<file path="config.mk">
export PLATFORM = sky130hd
export DESIGN_NAME = bcd_arbiter
export DESIGN_NICKNAME = d
export VERILOG_FILES = /design/src/rtl/bcd_arbiter.sv
export SDC_FILE = /design/constraint.sdc
export NUM_CORES = 1
export LEC_CHECK = 0
export ABC_CLOCK_PERIOD_IN_PS = 4600
export BUFFER_PORTS_ARGS = -buffer_cell sky130_fd_sc_hd__buf_2
export CORE_ASPECT_RATIO = 1.5
export CORE_UTILIZATION = 54
export DETAILED_ROUTE_END_ITERATION = 10
export PLACE_DENSITY_LB_ADDON = 0.08
export SYNTH_ARGS = -nofsm -noshare
export SYNTH_HDL_FRONTEND = slang
export SYNTH_SLANG_ARGS = --single-unit
</file>
<file path="constraint.sdc">
create_clock -name clk -period 4.6 [get_ports clk]
set_input_delay 0.92 -clock clk [delete_from_list [all_inputs] [get_ports clk]]
set_output_delay 0.92 -clock clk [all_outputs]
set_load 0.1 [all_outputs]
</file>
<file path="src/rtl/bcd_arbiter.sv">
`default_nettype none
// ============================================================================
// bcd_arbiter : round-robin arbiter sharing one binary-to-BCD converter
//               among NREQ requesters, with a converter-hang timeout.
// Revision    : 1.0
// ============================================================================
module bcd_arbiter #(
  parameter int NREQ    = 3,
  parameter int BIN_W   = 12,
  parameter int BCD_W   = 16,
  parameter int TIMEOUT = 64
) (
  input  logic                  clk,
  input  logic                  reset,
  input  logic [NREQ-1:0]       req,
  input  logic [NREQ*BIN_W-1:0] bin_in,
  output logic [NREQ-1:0]       ack,
  output logic [BCD_W-1:0]      bcd_out,
  output logic                  err,
  output logic                  busy,
  output logic                  conv_start,
  output logic [BIN_W-1:0]      conv_bin,
  input  logic [BCD_W-1:0]      conv_bcd,
  input  logic                  conv_done
);

  localparam int PTR_W = (NREQ > 1) ? $clog2(NREQ) : 1;
  localparam int CNT_W = (TIMEOUT > 1) ? $clog2(TIMEOUT) : 1;
  localparam logic [CNT_W-1:0] CNT_LAST = CNT_W'(TIMEOUT - 1);

  localparam logic [1:0] S_IDLE  = 2'd0;
  localparam logic [1:0] S_ISSUE = 2'd1;
  localparam logic [1:0] S_WAIT  = 2'd2;
  localparam logic [1:0] S_RESP  = 2'd3;

  logic [1:0]       state_q, state_d;
  logic [PTR_W-1:0] ptr_q, ptr_d;
  logic [PTR_W-1:0] gnt_q, gnt_d;
  logic [BIN_W-1:0] bin_q, bin_d;
  logic [CNT_W-1:0] cnt_q, cnt_d;
  logic [BCD_W-1:0] bcd_q, bcd_d;
  logic             err_q, err_d;

  logic [BIN_W-1:0] ops [NREQ];
  logic [PTR_W:0]   cand;
  logic [PTR_W-1:0] pick;
  logic             found;

  for (genvar gi = 0; gi < NREQ; gi++) begin : g_ops
    assign ops[gi] = bin_in[gi*BIN_W +: BIN_W];
  end

  // Scan requesters starting at ptr, wrapping once; first high req wins.
  always_comb begin
    found = 1'b0;
    pick  = '0;
    cand  = '0;
    for (int i = 0; i < NREQ; i++) begin
      cand = {1'b0, ptr_q} + (PTR_W+1)'(i);
      if (cand >= (PTR_W+1)'(NREQ)) begin
        cand = cand - (PTR_W+1)'(NREQ);
      end
      if (!found && req[cand[PTR_W-1:0]]) begin
        found = 1'b1;
        pick  = cand[PTR_W-1:0];
      end
    end
  end

  always_ff @(posedge clk or negedge reset) begin
    if (!reset) begin
      state_q <= S_IDLE;
      ptr_q   <= '0;
      gnt_q   <= '0;
      bin_q   <= '0;
      cnt_q   <= '0;
      bcd_q   <= '0;
      err_q   <= 1'b0;
    end else begin
      state_q <= state_d;
      ptr_q   <= ptr_d;
      gnt_q   <= gnt_d;
      bin_q   <= bin_d;
      cnt_q   <= cnt_d;
      bcd_q   <= bcd_d;
      err_q   <= err_d;
    end
  end

  always_comb begin
    state_d = state_q;
    ptr_d   = ptr_q;
    gnt_d   = gnt_q;
    bin_d   = bin_q;
    cnt_d   = cnt_q;
    bcd_d   = bcd_q;
    err_d   = err_q;
    case (state_q)
      S_IDLE: begin
        if (found) begin
          gnt_d   = pick;
          bin_d   = ops[pick];
          state_d = S_ISSUE;
        end
      end
      S_ISSUE: begin
        cnt_d   = '0;
        state_d = S_WAIT;
      end
      S_WAIT: begin
        // A completion in the final timeout cycle still counts as success.
        if (conv_done) begin
          bcd_d   = conv_bcd;
          err_d   = 1'b0;
          state_d = S_RESP;
        end else if (cnt_q == CNT_LAST) begin
          bcd_d   = '1;
          err_d   = 1'b1;
          state_d = S_RESP;
        end else begin
          cnt_d = cnt_q + 1'b1;
        end
      end
      S_RESP: begin
        ptr_d   = (gnt_q == PTR_W'(NREQ - 1)) ? '0 : gnt_q + 1'b1;
        state_d = S_IDLE;
      end
      default: state_d = S_IDLE;
    endcase
  end

  always_comb begin
    ack        = '0;
    busy       = (state_q != S_IDLE);
    conv_start = (state_q == S_ISSUE);
    if (state_q == S_RESP) begin
      ack[gnt_q] = 1'b1;
    end
  end

  assign bcd_out  = bcd_q;
  assign err      = err_q;
  assign conv_bin = bin_q;

endmodule
`default_nettype wire

</file>
[Word-level counts from Yosys, hierarchy flattened]
Cells that the tools add are included.
Cells by class
  add/subtract/negate cells: 7
  reduce and logical (&&, ||, !) cells: 13
  mux-type cells: 33
  magnitude comparators: 9
  eq/ne operators: 9
  bitwise gates (word level): 1
Operators with widths (number)
  16-bit two-way mux: 2
  12-bit binary-select mux with 2-bit select: 1
  12-bit two-way mux: 2
  2-bit two-way mux: 10
  2-bit by 3-bit less-than comparator with 1-bit output (second input constant): 4
  6-bit two-way mux: 2
  6-bit case mux with 2 select lines: 1
  1-bit two-way mux: 9
  2-bit case mux with 4 select lines: 1
  6-bit by 1-bit adder with 6-bit output (second input constant): 1
  1-bit binary-select mux with 2-bit select: 3
  2-bit == test (second input constant): 3
  6-bit == test (second input constant): 1
  3-bit by 2-bit >= comparator with 1-bit output (second input constant): 2
  2-bit != test (second input constant): 3
  2-bit AND reduction: 3
  2-bit nonzero test: 3
  2-bit subtractor (second input constant): 3
  2-bit by 1-bit adder with 3-bit output (second input constant): 1
  2-bit by 2-bit adder with 3-bit output (second input constant): 1
  3-bit >= comparator (second input constant): 1
  1-bit logical AND: 3
  3-bit two-way mux: 1
  3-bit != test (second input constant): 1
  other kinds (9): 10
Storage, ports and cells
  logic and storage cells: 79
  register bits: 41
  input port bits: 58
  output and inout port bits: 34

[Depth between registers and ports, before layout]
  word-level depth: 15
  gate-level depth with buffers: 9
  mapped depth without buffers: 7

[Least setup slack after synthesis]
Ideal clock, no wire load.
  kind: reg-to-output
  from: register state_q[0]
  to: output ack[0]
  cell stages (with the launch flop): 3
  setup slack: 867 ps
  buffers on the path: 0
  arrival: 2813 ps
  data required time: 3680 ps
  path through: dfrtp_1 > ha_1 > nor3b_1
On the way
  longest elaborated chain between the ends: 2
RTL lines
  start, declared: RTL line 36  | logic [1:0] state_q, state_d;
  start signal, assigned: RTL line 80  | state_q <= state_d;
  2-bit == test: RTL line 136  | if (state_q == S_RESP) begin
  3-bit two-way mux: RTL line 136
  end, declared: RTL line 17  | output logic [NREQ-1:0] ack,
No other way between the ends.

[Final worst setup path]
  from: register ptr_q[1]
  to: register bin_q[7] (netlist: conv_bin[7])
On the way
  longest elaborated chain between the ends: 15
  elaborated cells on any way between the ends: 32
  classes of those cells: 5 x add/sub; 3 x order compare; 18 x mux; 1 x bitwise; 5 x reduce/logical
RTL lines
  start, declared: RTL line 37  | logic [PTR_W-1:0] ptr_q, ptr_d;
  start signal, assigned: RTL line 81  | ptr_q <= ptr_d;
  branches (longest 15 deep; another with 2-bit by 1-bit adder with 3-bit output)
  end signal, assigned: RTL line 83  | bin_q <= bin_d;
  end, declared: RTL line 39  | logic [BIN_W-1:0] bin_q, bin_d;
Parallel ways; which one is timed is not known. The select of a mux whose other input is x is not followed.
A chain may end at the register's enable or synchronous reset.

==> results.sh <==
export IMPL_status="completed"
export IMPL_gr_total_overflow=0
export IMPL_core_area_um2=4620
export IMPL_gp_congestion=0.820
export IMPL_fillers=409
export IMPL_cts_root_buf="clkbuf_8"
export IMPL_pin_count=92
export IMPL_portBuffers=91
export IMPL_fmax_ghz=0.294
export IMPL_yosys_area_top_type="dfrtp_1"
export IMPL_finalClockSkew_ps=6.69
export IMPL_die_w_um=59.1
export IMPL_worstSetupEndpointType="register"
export IMPL_yosysSeqAreaShare_pct=38.8
export IMPL_clock_sinks=41
export IMPL_synth_cell_type_count=37
export IMPL_final_cell_area_um2=3190
export IMPL_fp_row_count=30
export IMPL_start_kind="register"
export IMPL_min_period_over_period_pct=73.9
export IMPL_track_usage_pct=24.7
export IMPL_yosysTopAreaCellShare_pct=38.8
export IMPL_timing_rr_start="ptr_q[1]"
export IMPL_setup_ws_ps=1200
export IMPL_clockBufferDepth=2
export IMPL_layout_common_cells="buf_2, dfrtp_1, nand2_1"
export IMPL_slew_headroom_pct=22.6
export IMPL_cts_tree="done"
export IMPL_layout_commonest_cell="buf_2"
export IMPL_reg2reg_to="conv_bin[7]"
export IMPL_worstMarginPinSlew_ps=1160
export IMPL_final_util_pct=69.1
export IMPL_cap_violations=0
export IMPL_area_growth_pct=20.7
export IMPL_grt_pass1_wl_mm=9.81
export IMPL_placed_area_um2=3100
export IMPL_synth_edf_count=0
export IMPL_antenna_cells=0
export IMPL_r2r_setup_slack_ps=1200
export IMPL_num_vias=2443
export IMPL_vias_per_cell=5.80
export IMPL_synthArstFlopShare_pct=100
export IMPL_hold_buffers=0
export IMPL_cts_setup_buffers=0
export IMPL_finalSetupViolations=0
export IMPL_drive_above_1_share_pct=31.7
export IMPL_cts_clk_slew_worst_paths_ps=80
export IMPL_syn_area_um2=2640
export IMPL_hold_viol=0
export IMPL_dieHeight_um=87.7
export IMPL_layout_nets=425
export IMPL_dr_pass1_iters=4
export IMPL_hpwl_mm=4.56
export IMPL_path_max_fanout=39
export IMPL_synth_top_flop_cell="dfrtp_1"
export IMPL_antenna_found_initial=0
export IMPL_ant_nets=0
export IMPL_setup_tns_final_ps=0
export IMPL_initial_core_util_pct=57.2
export IMPL_critical_path_required_ps=4820
export IMPL_clock_latency_ps=290
export IMPL_ys_top_cells_by_area="dfrtp_1, o211ai_1, o22a_1"
export IMPL_crit_path_start="ptr_q[1]"
export IMPL_drc_errors=0
export IMPL_wl_per_cell_um=14.6
export IMPL_path_class="reg -> reg"
export IMPL_arrival_ps=3620
export IMPL_drt_iter0_markers=94
export IMPL_synth_cells=278
export IMPL_numCtsBuffers=5
export IMPL_grt_pass1_vias=2232
export IMPL_final_max_slew_violation_count=0
export IMPL_syn_area_per_cell_um2=9.51
export IMPL_synth_nets=346
export IMPL_routed_wl_mm=6.16
export IMPL_cts_resized=0
export IMPL_grt_start_max_net_pins=42
export IMPL_min_period_ps=3400
export IMPL_die_area_um2=5180
export IMPL_min_path_type="reg -> reg"
export IMPL_ys_ff_latch=41
export IMPL_yosys_warnings=0
export IMPL_critPathCapture="conv_bin[7]"
export IMPL_dp_slack_ps=1250
export IMPL_r2r_cells=7
export IMPL_rsz0062_at_grt="no"
export IMPL_h_tree_depth=2
-- worst max-delay path, stage by stage (launching register included) --
cell	delay, ps
dfrtp_1	400
inv_1	110
ha_1	790
mux2i_1	230
mux2_2	560
a31oi_1	850
o211ai_1	230
o211ai_2	130
-- how the worst min path moves through the flow --
stage	startpoint	endpoint	slack (ps)	cells past startpoint
floorplan	gnt_q[0]	gnt_q[0]	480	2
global placement	conv_bin[7]	conv_bin[7]	460	2
detailed placement	conv_bin[7]	conv_bin[7]	470	2
CTS	conv_bin[1]	conv_bin[1]	490	2
global route	conv_bin[1]	conv_bin[1]	500	2
finish	err	err	490	1
-- kinds of logic after synthesis --
logic type               after synthesis  synth area share (%)
AO/OA/AOI/OAI                         93                  27.2
adder cells (fa/ha/maj)               10                  4.73
buffers and inverters                 31                  4.92
flip-flops                            41                  38.8
multiplexers                          11                  4.26
AND/OR/NAND/NOR                       92                  20.0
-- layout make-up --
type	count	area (um2)	area share, %
clock buffer	6	82.6	2.59
clock inverter	1	7.51	0.235
inverter	10	37.5	1.18
multi-input combinational	206	1490	46.6
sequential	41	1030	32.2
tap	64	80.1	2.51
timing repair buffer	93	470	14.7
-- sequential cells by signal, indices dropped and copies added, names as in the netlist --
signal	count
bcd_out	16
state_q	2
cnt_q	6
err	1
conv_bin	12
ptr_q	2
gnt_q	2
-- metal layers --
metal	up-vias	share of wire (%)	wire [um]	global-route usage (%)
met2	79	52	3180	43.7
li1	1194	-	-	-
met4	0	1.6	97	10.4
met3	8	4.8	298	4.73
met1	1162	42	2580	28.5
met5	-	0	0	0
-- cells in the mapped netlist (all sizes together) (2+ instances only) --
library cell,count
a21oi,16
a22o,2
a31oi,2
and3,4
and3b,15
buf,6
clkbuf,15
dfrtp,41
ha,10
inv,10
mux2,2
mux2i,9
nand2,29
nand2b,13
nand3b,2
nand4,14
nor2,9
nor3b,3
o211ai,37
o21a,5
o21ai,5
o21bai,2
o22a,16
o2bb2ai,2
-- stage by stage --
stage | std cells | hold WS (ps)
after floorplan | 278 | 479
after global placement | 414 | 465
after detailed placement | 414 | 473
after CTS | 421 | 493
after global routing | 421 | 504
final | 421 | 490
Power is not shown: default switching activity piles up to over one toggle a cycle in this logic, so the estimate is an artifact.
